`config.mk`:
```
export PLATFORM = sky130hd
export DESIGN_NAME = sd_spi
export DESIGN_NICKNAME = d
export VERILOG_FILES = /design/src/rtl/sd_pkg.sv /design/src/rtl/sd_clkdiv.sv /design/src/rtl/sd_spi.sv
export SDC_FILE = /design/constraint.sdc
export NUM_CORES = 1
export LEC_CHECK = 0
export CAP_MARGIN = 15
export CORE_ASPECT_RATIO = 1.1
export CORE_MARGIN = 4
export CORE_UTILIZATION = 51
export DETAILED_ROUTE_END_ITERATION = 7
export PLACE_DENSITY_LB_ADDON = 0.2
export REMOVE_ABC_BUFFERS = 1
export SYNTH_ARGS = -nofsm -noshare
export SYNTH_HDL_FRONTEND = slang
export SYNTH_SLANG_ARGS = --single-unit
```
`constraint.sdc`:
```
create_clock -name clk -period 2.7 [get_ports clk]
set_input_delay 0.405 -clock clk [delete_from_list [all_inputs] [get_ports clk]]
set_output_delay 0.405 -clock clk [all_outputs]
set_load 0.005 [all_outputs]
```
`src/rtl/sd_pkg.sv`:
```
// Shared types and constants for the SD-card SPI master.
package sd_pkg;

  localparam int unsigned OP_W    = 3;
  localparam int unsigned HALF_W  = 8;
  localparam int unsigned BIT_W   = 3;
  localparam int unsigned PULSE_W = 7;

  localparam logic [7:0] SD_IDLE_BYTE = 8'hFF;

  typedef enum logic [OP_W-1:0] {
    OP_NOP  = 3'd0,
    OP_CSL  = 3'd1,
    OP_CSH  = 3'd2,
    OP_FAST = 3'd3,
    OP_SLOW = 3'd4,
    OP_RD   = 3'd5,
    OP_WR   = 3'd6,
    OP_INIT = 3'd7
  } spiOP_t;

  typedef enum logic [2:0] {
    IDLE    = 3'd0,
    XFER_LO = 3'd1,
    XFER_HI = 3'd2,
    INIT_LO = 3'd3,
    INIT_HI = 3'd4,
    DONE    = 3'd5
  } state_t;

endpackage

```
`src/rtl/sd_clkdiv.sv`:
```
// SCLK half-period timer: reloads to half-1 on load, tick while the count sits at zero.
module sd_clkdiv
  import sd_pkg::*;
(
  input  logic              clk,
  input  logic              rst,
  input  logic              i_load,
  input  logic [HALF_W-1:0] i_half,
  output logic              o_tick_c
);

  logic [HALF_W-1:0] r_cnt;

  always_ff @(posedge clk or posedge rst) begin
    if (rst) begin
      r_cnt <= '0;
    end else if (i_load) begin
      r_cnt <= i_half - HALF_W'(1);
    end else if (r_cnt != '0) begin
      r_cnt <= r_cnt - HALF_W'(1);
    end
  end

  assign o_tick_c = (r_cnt == '0);

endmodule

```
`src/rtl/sd_spi.sv`:
```
// Byte-level SPI master (mode 0) for the SD-card controller: chip select,
// speed select, power-up clocking and full-duplex byte transfers.
module sd_spi
  import sd_pkg::*;
#(
  parameter int unsigned SLOW_HALF = 128,
  parameter int unsigned FAST_HALF = 4,
  parameter int unsigned INIT_CLKS = 80
) (
  input  logic            clk,
  input  logic            reset,
  input  logic            clear,
  input  logic [OP_W-1:0] spiOP,
  input  logic [7:0]      spiTXD,
  output logic [7:0]      spiRXD,
  output logic            spiBUSY,
  output logic            spiDONE,
  output logic            sdCS,
  output logic            sdSCLK,
  output logic            sdMOSI,
  input  logic            sdMISO
);

  state_t               r_state, w_state_nxt;
  logic                 r_cs, w_cs;
  logic                 r_sclk, w_sclk;
  logic                 r_mosi, w_mosi;
  logic [7:0]           r_rxd, w_rxd;
  logic                 r_busy, w_busy;
  logic                 r_done, w_done;
  logic                 r_fast, w_fast;
  logic [7:0]           r_shreg, w_shreg;
  logic [BIT_W-1:0]     r_bitcnt, w_bitcnt;
  logic [PULSE_W-1:0]   r_pulse, w_pulse;
  logic                 w_load;
  logic                 w_tick;
  logic [HALF_W-1:0]    w_half;
  logic [7:0]           w_tx;
  spiOP_t               w_op;

  // Speed only changes from IDLE/DONE, so an op in flight keeps its rate.
  assign w_half = r_fast ? HALF_W'(FAST_HALF) : HALF_W'(SLOW_HALF);

  sd_clkdiv u_clkdiv (
    .clk      (clk),
    .rst      (reset),
    .i_load   (w_load),
    .i_half   (w_half),
    .o_tick_c (w_tick)
  );

  always_comb begin
    w_state_nxt = r_state;
    w_cs        = r_cs;
    w_sclk      = r_sclk;
    w_mosi      = r_mosi;
    w_rxd       = r_rxd;
    w_busy      = r_busy;
    w_done      = 1'b0;
    w_fast      = r_fast;
    w_shreg     = r_shreg;
    w_bitcnt    = r_bitcnt;
    w_pulse     = r_pulse;
    w_load      = 1'b0;
    w_op        = spiOP_t'(spiOP);
    w_tx        = (w_op == OP_RD) ? SD_IDLE_BYTE : spiTXD;

    if (clear) begin
      w_state_nxt = IDLE;
      w_cs        = 1'b1;
      w_sclk      = 1'b0;
      w_mosi      = 1'b1;
      w_rxd       = SD_IDLE_BYTE;
      w_busy      = 1'b0;
      w_fast      = 1'b0;
      w_shreg     = SD_IDLE_BYTE;
    end else begin
      case (r_state)
        // DONE accepts a new request exactly like IDLE (back-to-back ops).
        IDLE, DONE: begin
          w_state_nxt = IDLE;
          case (w_op)
            OP_CSL:  begin w_cs = 1'b0;   w_done = 1'b1; w_state_nxt = DONE; end
            OP_CSH:  begin w_cs = 1'b1;   w_done = 1'b1; w_state_nxt = DONE; end
            OP_FAST: begin w_fast = 1'b1; w_done = 1'b1; w_state_nxt = DONE; end
            OP_SLOW: begin w_fast = 1'b0; w_done = 1'b1; w_state_nxt = DONE; end
            OP_RD, OP_WR: begin
              w_shreg     = w_tx;
              w_mosi      = w_tx[7];
              w_bitcnt    = BIT_W'(7);
              w_busy      = 1'b1;
              w_load      = 1'b1;
              w_state_nxt = XFER_LO;
            end
            OP_INIT: begin
              w_cs        = 1'b1;
              w_mosi      = 1'b1;
              w_pulse     = PULSE_W'(INIT_CLKS - 1);
              w_busy      = 1'b1;
              w_load      = 1'b1;
              w_state_nxt = INIT_LO;
            end
            default: ;
          endcase
        end
        XFER_LO: if (w_tick) begin
          w_sclk      = 1'b1;
          w_shreg     = {r_shreg[6:0], sdMISO};
          w_load      = 1'b1;
          w_state_nxt = XFER_HI;
        end
        XFER_HI: if (w_tick) begin
          w_sclk = 1'b0;
          if (r_bitcnt == '0) begin
            w_mosi      = 1'b1;
            w_rxd       = r_shreg;
            w_busy      = 1'b0;
            w_done      = 1'b1;
            w_state_nxt = DONE;
          end else begin
            w_bitcnt    = r_bitcnt - BIT_W'(1);
            w_mosi      = r_shreg[7];
            w_load      = 1'b1;
            w_state_nxt = XFER_LO;
          end
        end
        INIT_LO: if (w_tick) begin
          w_sclk      = 1'b1;
          w_load      = 1'b1;
          w_state_nxt = INIT_HI;
        end
        INIT_HI: if (w_tick) begin
          w_sclk = 1'b0;
          if (r_pulse == '0) begin
            w_busy      = 1'b0;
            w_done      = 1'b1;
            w_state_nxt = DONE;
          end else begin
            w_pulse     = r_pulse - PULSE_W'(1);
            w_load      = 1'b1;
            w_state_nxt = INIT_LO;
          end
        end
        default: w_state_nxt = IDLE;
      endcase
    end
  end

  always_ff @(posedge clk or posedge reset) begin
    if (reset) begin
      r_state  <= IDLE;
      r_cs     <= 1'b1;
      r_sclk   <= 1'b0;
      r_mosi   <= 1'b1;
      r_rxd    <= SD_IDLE_BYTE;
      r_busy   <= 1'b0;
      r_done   <= 1'b0;
      r_fast   <= 1'b0;
      r_shreg  <= SD_IDLE_BYTE;
      r_bitcnt <= '0;
      r_pulse  <= '0;
    end else begin
      r_state  <= w_state_nxt;
      r_cs     <= w_cs;
      r_sclk   <= w_sclk;
      r_mosi   <= w_mosi;
      r_rxd    <= w_rxd;
      r_busy   <= w_busy;
      r_done   <= w_done;
      r_fast   <= w_fast;
      r_shreg  <= w_shreg;
      r_bitcnt <= w_bitcnt;
      r_pulse  <= w_pulse;
    end
  end

  assign spiRXD  = r_rxd;
  assign spiBUSY = r_busy;
  assign spiDONE = r_done;
  assign sdCS    = r_cs;
  assign sdSCLK  = r_sclk;
  assign sdMOSI  = r_mosi;

endmodule

```
==> impl_results.md, run 1 <==
- Status: finished, final reports clean
- Register area share after synthesis: 0.432
- Synth top area share: 0.246
- Synth top area cells: dfrtp_1 25%, dfstp_2 19%, nor2_1 4.1%, nand2_1 3.7%, mux2_1 3.5%
- GR Layer Usage met2: 0.353
- Detailed-route via count: 2,442
- Top Ports: 28
- Antenna Violating Nets Remaining: 0
- Flip-flop and latch count after synthesis: 43
- Worst-margin pin slew: 712 ps
- First-pass iteration count of the detailed router: 5
- Drt via density: 6.09
- Met1 GRT Util: 0.334
- First-pass GRT wire length: 10,800 µm
- Slew HR: 0.513
- CTS tree: done
- Antenna cells: 0
- Fin crit period: 2600 ps
- Gr ovfl total: 0
- Slew Viols, Final: 0
- FMAX: 0.384 GHz
- Sequential standard cell area: 0.00110 mm²
- Chip width: 75.4 µm
- Cell taking the most area after synthesis: dfrtp_1
- CP Class: flop to flop
- Starting Density: 0.536
- Multi-input logic area: 0.00145 mm²
- Tcrit/Tclk final: 0.963
- Crit path largest cell delay: 410 ps
- Worst-path clk slew: 90 ps
- DRC viols: 0
- Vias in the first global route: 2,239
- Distinct cell type count after synthesis: 55
- Std-Cell Core Area: 0.00475 mm²
- Fin cells: 401
- Initial antenna violation count: 0
- Synthesized area: 0.00254 mm²
- Overall routed net length: 6770 µm
- Port bufs: 27
- Async SR Flop Fraction: 1.00
- Num CTS Buffers: 5
- Largest net degree at the start of global routing: 44
- HPWL after DPL: 4640 µm
- PD cells: 825 mW/mm²
- Die H: 82.1 µm
- GR Util met3: 0.0339
- CP max FO: 4
- Share of layout cells above drive strength 1: 0.258
- Post-route clock skew: 9.78 ps
- RSZ-0062 raised after global routing: true
- Detailed Route Iter0 Violations: 213
- Final Util: 0.712
- Die area: 0.00619 mm²
- Nets: 363
- Slowest cell on crit path: or3_4
- Leak pwr: 1.38 nW
- Yosys Warn Count: 0
- GP Congestion: 0.936
- CTS Buffer Depth: 2
- Startpoint Class: flop
- Placed cells: 389
- Post-DR wirelength/cell: 16.9 µm
- Gr busiest metal: met2
- Number of max-cap violations: 0
- Ys flop type: dfrtp_1
- Finish-stage setup viols: 0
- Avg Cell Area, Syn: 8.96 µm²
- FF-to-FF setup slack: 100 ps
- Critical path capture point type: flop
- Worst vdd ir: 661 µV
- Synth Instances: 284
- Area delta synth->final: 32.8%
- Final hold viol count: 0
- Clk Latency, worst-skew pair: 300 ps
- Rows: 26
- H-tree depth: 2
- Crit path required time: 2920 ps
- Root Buffer: clkbuf_8
- Total Routing Usage GR: 0.227
- Fillers: 360
- # clock sinks: 43
- Cells along the critical path: inv_2 -> ha_4 -> or3b_4 -> or3_4 -> o211a_4 -> nand2_4 -> nand2_4 -> ha_4 -> buf_4 -> buf_4 -> nand2b_1 -> a22o_1 -> o211ai_1
- Worst hold path class: flop to flop
- Worst Path Arrival: 2820 ps
- Post-synth EDFFs: 0
## logic make-up (layout without fill, tap and decap cells)
group	after synthesis	count (layout)	share of synthesized area
compound gates	82	82	0.211
xor+xnor	5	5	0.0172
fa+ha+maj	4	4	0.0197
buf+inv	28	89	0.0423
flops	43	43	0.432
mux	16	16	0.0669
simple gates	106	106	0.211
## sequential cells by signal, summed over array words and instances, names as in the netlist
| name | cells |
|---|---|
| r_fast | 1 |
| sdSCLK | 1 |
| spiRXD | 8 |
| r_bitcnt | 3 |
| r_pulse | 7 |
| r_state | 3 |
| spiBUSY | 1 |
| sdMOSI | 1 |
| sdCS | 1 |
| spiDONE | 1 |
| u_clkdiv.r_cnt | 8 |
| r_shreg | 8 |
## critical path: cells and delay by family, from the launching register on
kind	cells	cell delay, ps
AND/OR/NAND/NOR	5	1070
AO/OA/AOI/OAI	3	460
flip-flops	1	390
buffers and inverters	3	320
adder cells (fa/ha/maj)	2	290
## per-stage QoR
| step | setup TNS, ps | setup WS, ps | total power (W) | cell area, µm² | hold slack, ps |
|---|---|---|---|---|---|
| 6_report | 0 | 98.9 | 0.00279 | 3380 | 484 |
| 5_1_grt | -45.9 | -43.7 | 0.00299 | 3380 | 535 |
| 4_1_cts | 0 | 3.95 | 0.00266 | 3270 | 485 |
| 3_5_place_dp | -211 | -183 | 0.00208 | 3120 | 473 |
| 3_3_place_gp | -101 | -101 | 0.00206 | 3120 | 470 |
| 2_1_floorplan | -251 | -251 | 0.00159 | 2470 | 452 |
## cell usage in the layout, fill, tap and decap left out, types with 2 or more instances in the layout
cell type,count
nor4_1,2
clkbuf_8,6
dfstp_2,18
nand3_1,5
o22ai_1,9
a31oi_1,6
o21a_1,3
xnor2_1,3
ha_4,2
nor2b_4,2
ha_1,2
o22a_1,2
mux2i_1,8
nor3_1,13
a211oi_1,2
o21ai_1,10
inv_1,6
mux2_1,8
nand2_4,3
nand4_1,2
a22o_1,3
nor2_1,28
nand2b_1,5
and3_1,2
o211ai_1,4
buf_4,45
or3_1,7
xor2_1,2
o21ai_0,12
nand2_1,23
o31a_1,2
inv_2,2
a21oi_1,13
dfrtp_1,25
clkdlybuf4s50_1,27
o31ai_1,6
## worst paths after layout
kind                                            endpoint               startpoint  cells after the start
setup / recovery           u_clkdiv.r_cnt[2]$_DFFE_PP0P_   r_pulse[1]$_DFFE_PP0P_                     13
hold / removal                   r_bitcnt[0]$_DFFE_PP0P_  r_bitcnt[0]$_DFFE_PP0P_                      1
setup reg to reg           u_clkdiv.r_cnt[2]$_DFFE_PP0P_   r_pulse[1]$_DFFE_PP0P_                     13
hold reg to reg                  r_bitcnt[0]$_DFFE_PP0P_  r_bitcnt[0]$_DFFE_PP0P_                      1
max in group asynchronous          spiRXD[0]$_DFFE_PP1P_                    reset                      3
min in group asynchronous             r_fast$_DFFE_PP0P_                    reset                      3
## repair_timing
action,CTS,global route
gates resized for setup,8,15
pin swaps,1,9
endpoints found under the setup margin,2,3
setup buffers,0,4
hold buffers,0,0
## synthesized netlist by cell type, types with 5 or more instances
cell type  instances
o31ai_1            6
inv_1              8
mux2_1             8
or3_1              8
nor2_1            28
o21ai_1           10
dfrtp_1           25
nor3_1            13
a31oi_1            6
clkbuf_1          16
nand2b_1           5
a21oi_1           13
o21ai_0           12
nand2_1           25
mux2i_1            8
nand3_1            5
o22ai_1            9
dfstp_2           18
## metal layers
layer | part of all wire | vias up
met3 | 0.050 | 14
met5 | 0 | -
met2 | 0.47 | 80
met4 | 0.015 | 0
li1 | - | 1165
met1 | 0.46 | 1183
## report_power, final
group / total (W) / internal, W / switching (W)
combinational: 0.00125 / 0.000630 / 0.000625
sequential: 0.000989 / 0.000839 / 0.000150
clock: 0.000545 / 0.000305 / 0.000240
## layout make-up
| class | instances | share of cell area |
|---|---|---|
| clock buffer | 6 | 0.0244 |
| timing repair buffer | 72 | 0.180 |
| tap | 56 | 0.0207 |
| inverter | 9 | 0.0100 |
| clock inverter | 2 | 0.0115 |
| sequential | 43 | 0.325 |
| multi-input combinational | 213 | 0.428 |
(Power assumes the default switching activity.)
==> inputs of run 2 (changes only) <==
--- a/config.mk
+++ b/config.mk
@@ -9,7 +9,9 @@
 export CORE_ASPECT_RATIO = 1.1
 export CORE_MARGIN = 4
 export CORE_UTILIZATION = 51
+export CTS_CLUSTER_DIAMETER = 80
 export DETAILED_ROUTE_END_ITERATION = 7
+export GPL_ROUTABILITY_DRIVEN = 0
 export PLACE_DENSITY_LB_ADDON = 0.2
 export REMOVE_ABC_BUFFERS = 1
 export SYNTH_ARGS = -nofsm -noshare
==> results of run 2 <==
No change in the layout: final DEF, timing and power equal those of run 1.
==> inputs of run 3 (changes only) <==
--- a/config.mk
+++ b/config.mk
@@ -7,7 +7,6 @@
 export LEC_CHECK = 0
 export CAP_MARGIN = 15
 export CORE_ASPECT_RATIO = 1.1
-export CORE_MARGIN = 4
 export CORE_UTILIZATION = 51
 export CTS_CLUSTER_DIAMETER = 80
 export DETAILED_ROUTE_END_ITERATION = 7
@@ -16,4 +15,5 @@
 export REMOVE_ABC_BUFFERS = 1
 export SYNTH_ARGS = -nofsm -noshare
 export SYNTH_HDL_FRONTEND = slang
+export SYNTH_HIERARCHICAL = 1
 export SYNTH_SLANG_ARGS = --single-unit
==> run 3 against run 2 <==
Effect of this change:
- the run now ends with DRC left
- routed wire length down 8.3%
- global-route usage up 0.80 points
- register-to-register slack about the same
- worst hold slack worse by 120 ps
- worst setup slack better by 2.6 ps
- cell area up 4.3%
- clock skew down 3.5 ps
- maximum frequency up 0.10%
- synthesized area up 6.0%
- combinational power up 38%
- critical path type unchanged
- critical endpoint is now u_clkdiv/r_cnt[7]$_DFFE_PP0P_
- highest routed layer unchanged
==> impl_results.md, run 3 <==
- Std-Cell Core Area: 0.00503 mm² (+6.0%)
- Area delta synth->final: 30.6%
- Register area share after synthesis: 0.407 (-0.0246)
- Clk Latency, worst-skew pair: 310 ps (about the same)
- Slowest cell on crit path: or4_1
- Die H: 78.3 µm (-4.6%)
- Initial antenna violation count: 0 (unchanged)
- Cells along the critical path: nor4_4 -> and2_4 -> nor2b_4 -> a22oi_1 -> a21boi_2 -> buf_4 -> mux2i_4 -> buf_6 -> nand3_2 -> or4_1 -> nand2_1
- Worst vdd ir: 618 µV (-6.5%)
- Worst r2r src: u_clkdiv/r_cnt[5]$_DFFE_PP0P_
- Crit path required time: 2960 ps (+40 ps)
- DRC viols: 1 (+1)
- HPWL after DPL: 4410 µm (-4.9%)
- Placed Area: 0.00327 mm² (+4.7%)
- Critical Path Source: u_clkdiv/r_cnt[5]$_DFFE_PP0P_
- Drt via density: 5.41 (-11%)
- Share of layout cells above drive strength 1: 0.301 (+0.0426)
- Rows: 27 (+3.8%)
- Nets: 395 (+8.8%)
- Worst Path Arrival: 2850 ps (+30 ps)
- Crit Reg-Reg Endpoint: u_clkdiv/r_cnt[7]$_DFFE_PP0P_
- Worst-margin pin slew: 597 ps (-115 ps)
- Synthesized area: 0.00270 mm² (+6.0%)
- Post-synth EDFFs: 0 (unchanged)
- Worst-path clk slew: 90 ps (about the same)
- CP Class: flop to flop
- Startpoint Class: flop
- Hold_ws: 366 ps (-118 ps)
- Post-route clock skew: 6.28 ps (-3.50 ps)
- Final hold viol count: 0 (unchanged)
- CTS tree: done
- Worst setup path end: u_clkdiv/r_cnt[7]$_DFFE_PP0P_
- Finished Cell Area: 0.00352 mm² (+4.3%)
- Fin crit period: 2600 ps (-2.65 ps)
- Top cells by count, synth: 31 x nor2_1, 30 x nand2_1, 25 x dfrtp_1, 24 x o21ai_0, 19 x a21oi_1
- Worst hold path class: input port to async pin
- Most common cell after layout, fill and taps aside: buf_4
- First-pass iteration count of the detailed router: 6 (+1)
- Synth Instances: 298 (+4.9%)
- Tcrit/Tclk final: 0.962 (-0.000980)
- Antenna Violating Nets Remaining: 0 (unchanged)
- Distinct cell type count after synthesis: 62 (+13%)
- Slew HR: 0.600 (+0.0874)
- CTS Hold Bufs: 0 (unchanged)
- PD cells: 938 mW/mm² (+14%)
- Antenna cells: 0 (unchanged)
- Total Routing Usage GR: 0.235 (+0.00799)
- Detailed-route via count: 2,350 (-3.8%)
- # clock sinks: 43 (unchanged)
- Most frequent cell after synthesis: nor2_1
- Port bufs: 27 (unchanged)
- R2R cell count: 11 (-2)
- Overall routed net length: 6210 µm (-8.3%)
- Synth top area cells: dfrtp_1 23%, dfstp_2 18%, o21ai_0 4.5%, nor2_1 4.3%, nand2_1 4.2%
- Gr ovfl total: 0 (unchanged)
- Fin Setup TNS: 0 ps (unchanged)
- Most frequent cells in the layout: 47 x buf_4, 30 x nor2_1, 29 x nand2_1
- Cell taking the most area after synthesis: dfrtp_1
- Top Ports: 28 (unchanged)
- Violated checks: DRC
- Detailed Route Iter0 Violations: 124 (-42%)
- H-tree depth: 2 (unchanged)
- Critical path capture point type: flop
- Synth top area share: 0.232 (-0.0140)
- Flip-flop and latch count after synthesis: 43 (unchanged)
- Root Buffer: clkbuf_8
- Die area: 0.00559 mm² (-9.7%)
- Async SR Flop Fraction: 1.00 (unchanged)
- Number of max-cap violations: 0 (unchanged)
- Ys flop type: dfrtp_1
- Final Util: 0.700 (-0.0113)
- Vias in the first global route: 2,216 (-1.0%)
- Yosys Warn Count: 6 (+6)
- FF-to-FF setup slack: 100 ps (about the same)
- Avg Cell Area, Syn: 9.06 µm² (+1.1%)
- RSZ-0062 raised after global routing: true
- First-pass GRT wire length: 10,200 µm (-5.4%)
- CP max FO: 4 (unchanged)
- CTS Buffer Depth: 2 (unchanged)
- Slew Viols, Final: 0 (unchanged)
- Num CTS Buffers: 5 (unchanged)
- PnR worst setup slack: 102 ps (+2.65 ps)
- Crit path largest cell delay: 470 ps (+60 ps)
- Starting Density: 0.536 (about the same)
- Chip width: 71.4 µm (-5.3%)
- Post-DR wirelength/cell: 14.3 µm (-15%)
- Pre-CTS WS: -205 ps (-21.9 ps)
- Finish-stage setup viols: 0 (unchanged)
- Largest net degree at the start of global routing: 36 (-18%)
- Status: finished, violations left
- Leak pwr: 1.45 nW (+5.0%)
- FMAX: 0.385 GHz (+0.10%)
## run 3: layout make-up
cell class                 count  area, µm²
sequential                    43       1100
timing repair buffer          76        646
fill                         408       1510
clock buffer                   5       68.8
inverter                      13       48.8
clock inverter                 3       17.5
tap                           58       72.6
multi-input combinational    236       1570
## run 3: through the flow
step / cells / total power [W]
after detailed placement: 417 / 0.00271
after global routing: 434 / 0.00356
after CTS: 425 / 0.00316
after floorplan: 292 / 0.00206
final: 434 / 0.00331
after global placement: 417 / 0.00267
## run 3: worst min-delay path by stage
stage / from / end / slack [ps] / depth (start not counted)
4_1_cts: reset / u_clkdiv/r_cnt[6]$_DFFE_PP0P_ / 370 / 2
3_3_place_gp: spiRXD[4]$_DFFE_PP1P_ / spiRXD[4]$_DFFE_PP1P_ / 460 / 2
2_1_floorplan: reset / u_clkdiv/r_cnt[0]$_DFFE_PP0P_ / 220 / 1
3_5_place_dp: r_shreg[7]$_DFFE_PP1P_ / r_shreg[7]$_DFFE_PP1P_ / 470 / 2
6_report: reset / u_clkdiv/r_cnt[6]$_DFFE_PP0P_ / 370 / 2
5_1_grt: reset / u_clkdiv/r_cnt[6]$_DFFE_PP0P_ / 400 / 2
## run 3: what timing repair did
action                     in CTS  in global routing
buffers inserted                0                  8
resized for setup               4                 22
pin swaps                       0                  6
setup endpoints to repair       3                  6
## run 3: metal layers
metal,share of wire,track usage,vias to the layer above
met4,0.014,0.0840,0
met3,0.025,0.0501,8
li1,-,-,1202
met5,0,0,-
met2,0.50,0.386,34
met1,0.46,0.306,1106
## run 3: power by group
| part | switching [W] | internal [W] | leakage (nW) |
|---|---|---|---|
| registers | 0.000215 | 0.000938 | 0.478 |
| clock network | 0.000246 | 0.000182 | 0.0488 |
| logic | 0.000841 | 0.000883 | 0.919 |
| total | 0.00130 | 0.00200 | 1.45 |
## run 3: worst max-delay path, delay by kind of cell, from the launching register on
family / cells / cell delay (ps)
AND/OR/NAND/NOR: 6 / 1240
flip-flops: 1 / 450
AO/OA/AOI/OAI: 2 / 300
buffers and inverters: 2 / 280
multiplexers: 1 / 260
## run 3: logic make-up after synthesis
logic type	synth area share
flops	0.407
compound gates	0.194
fa+ha+maj	0.0232
xor+xnor	0.0482
mux	0.0473
simple gates	0.216
buf+inv	0.0630
other cells	0.00139
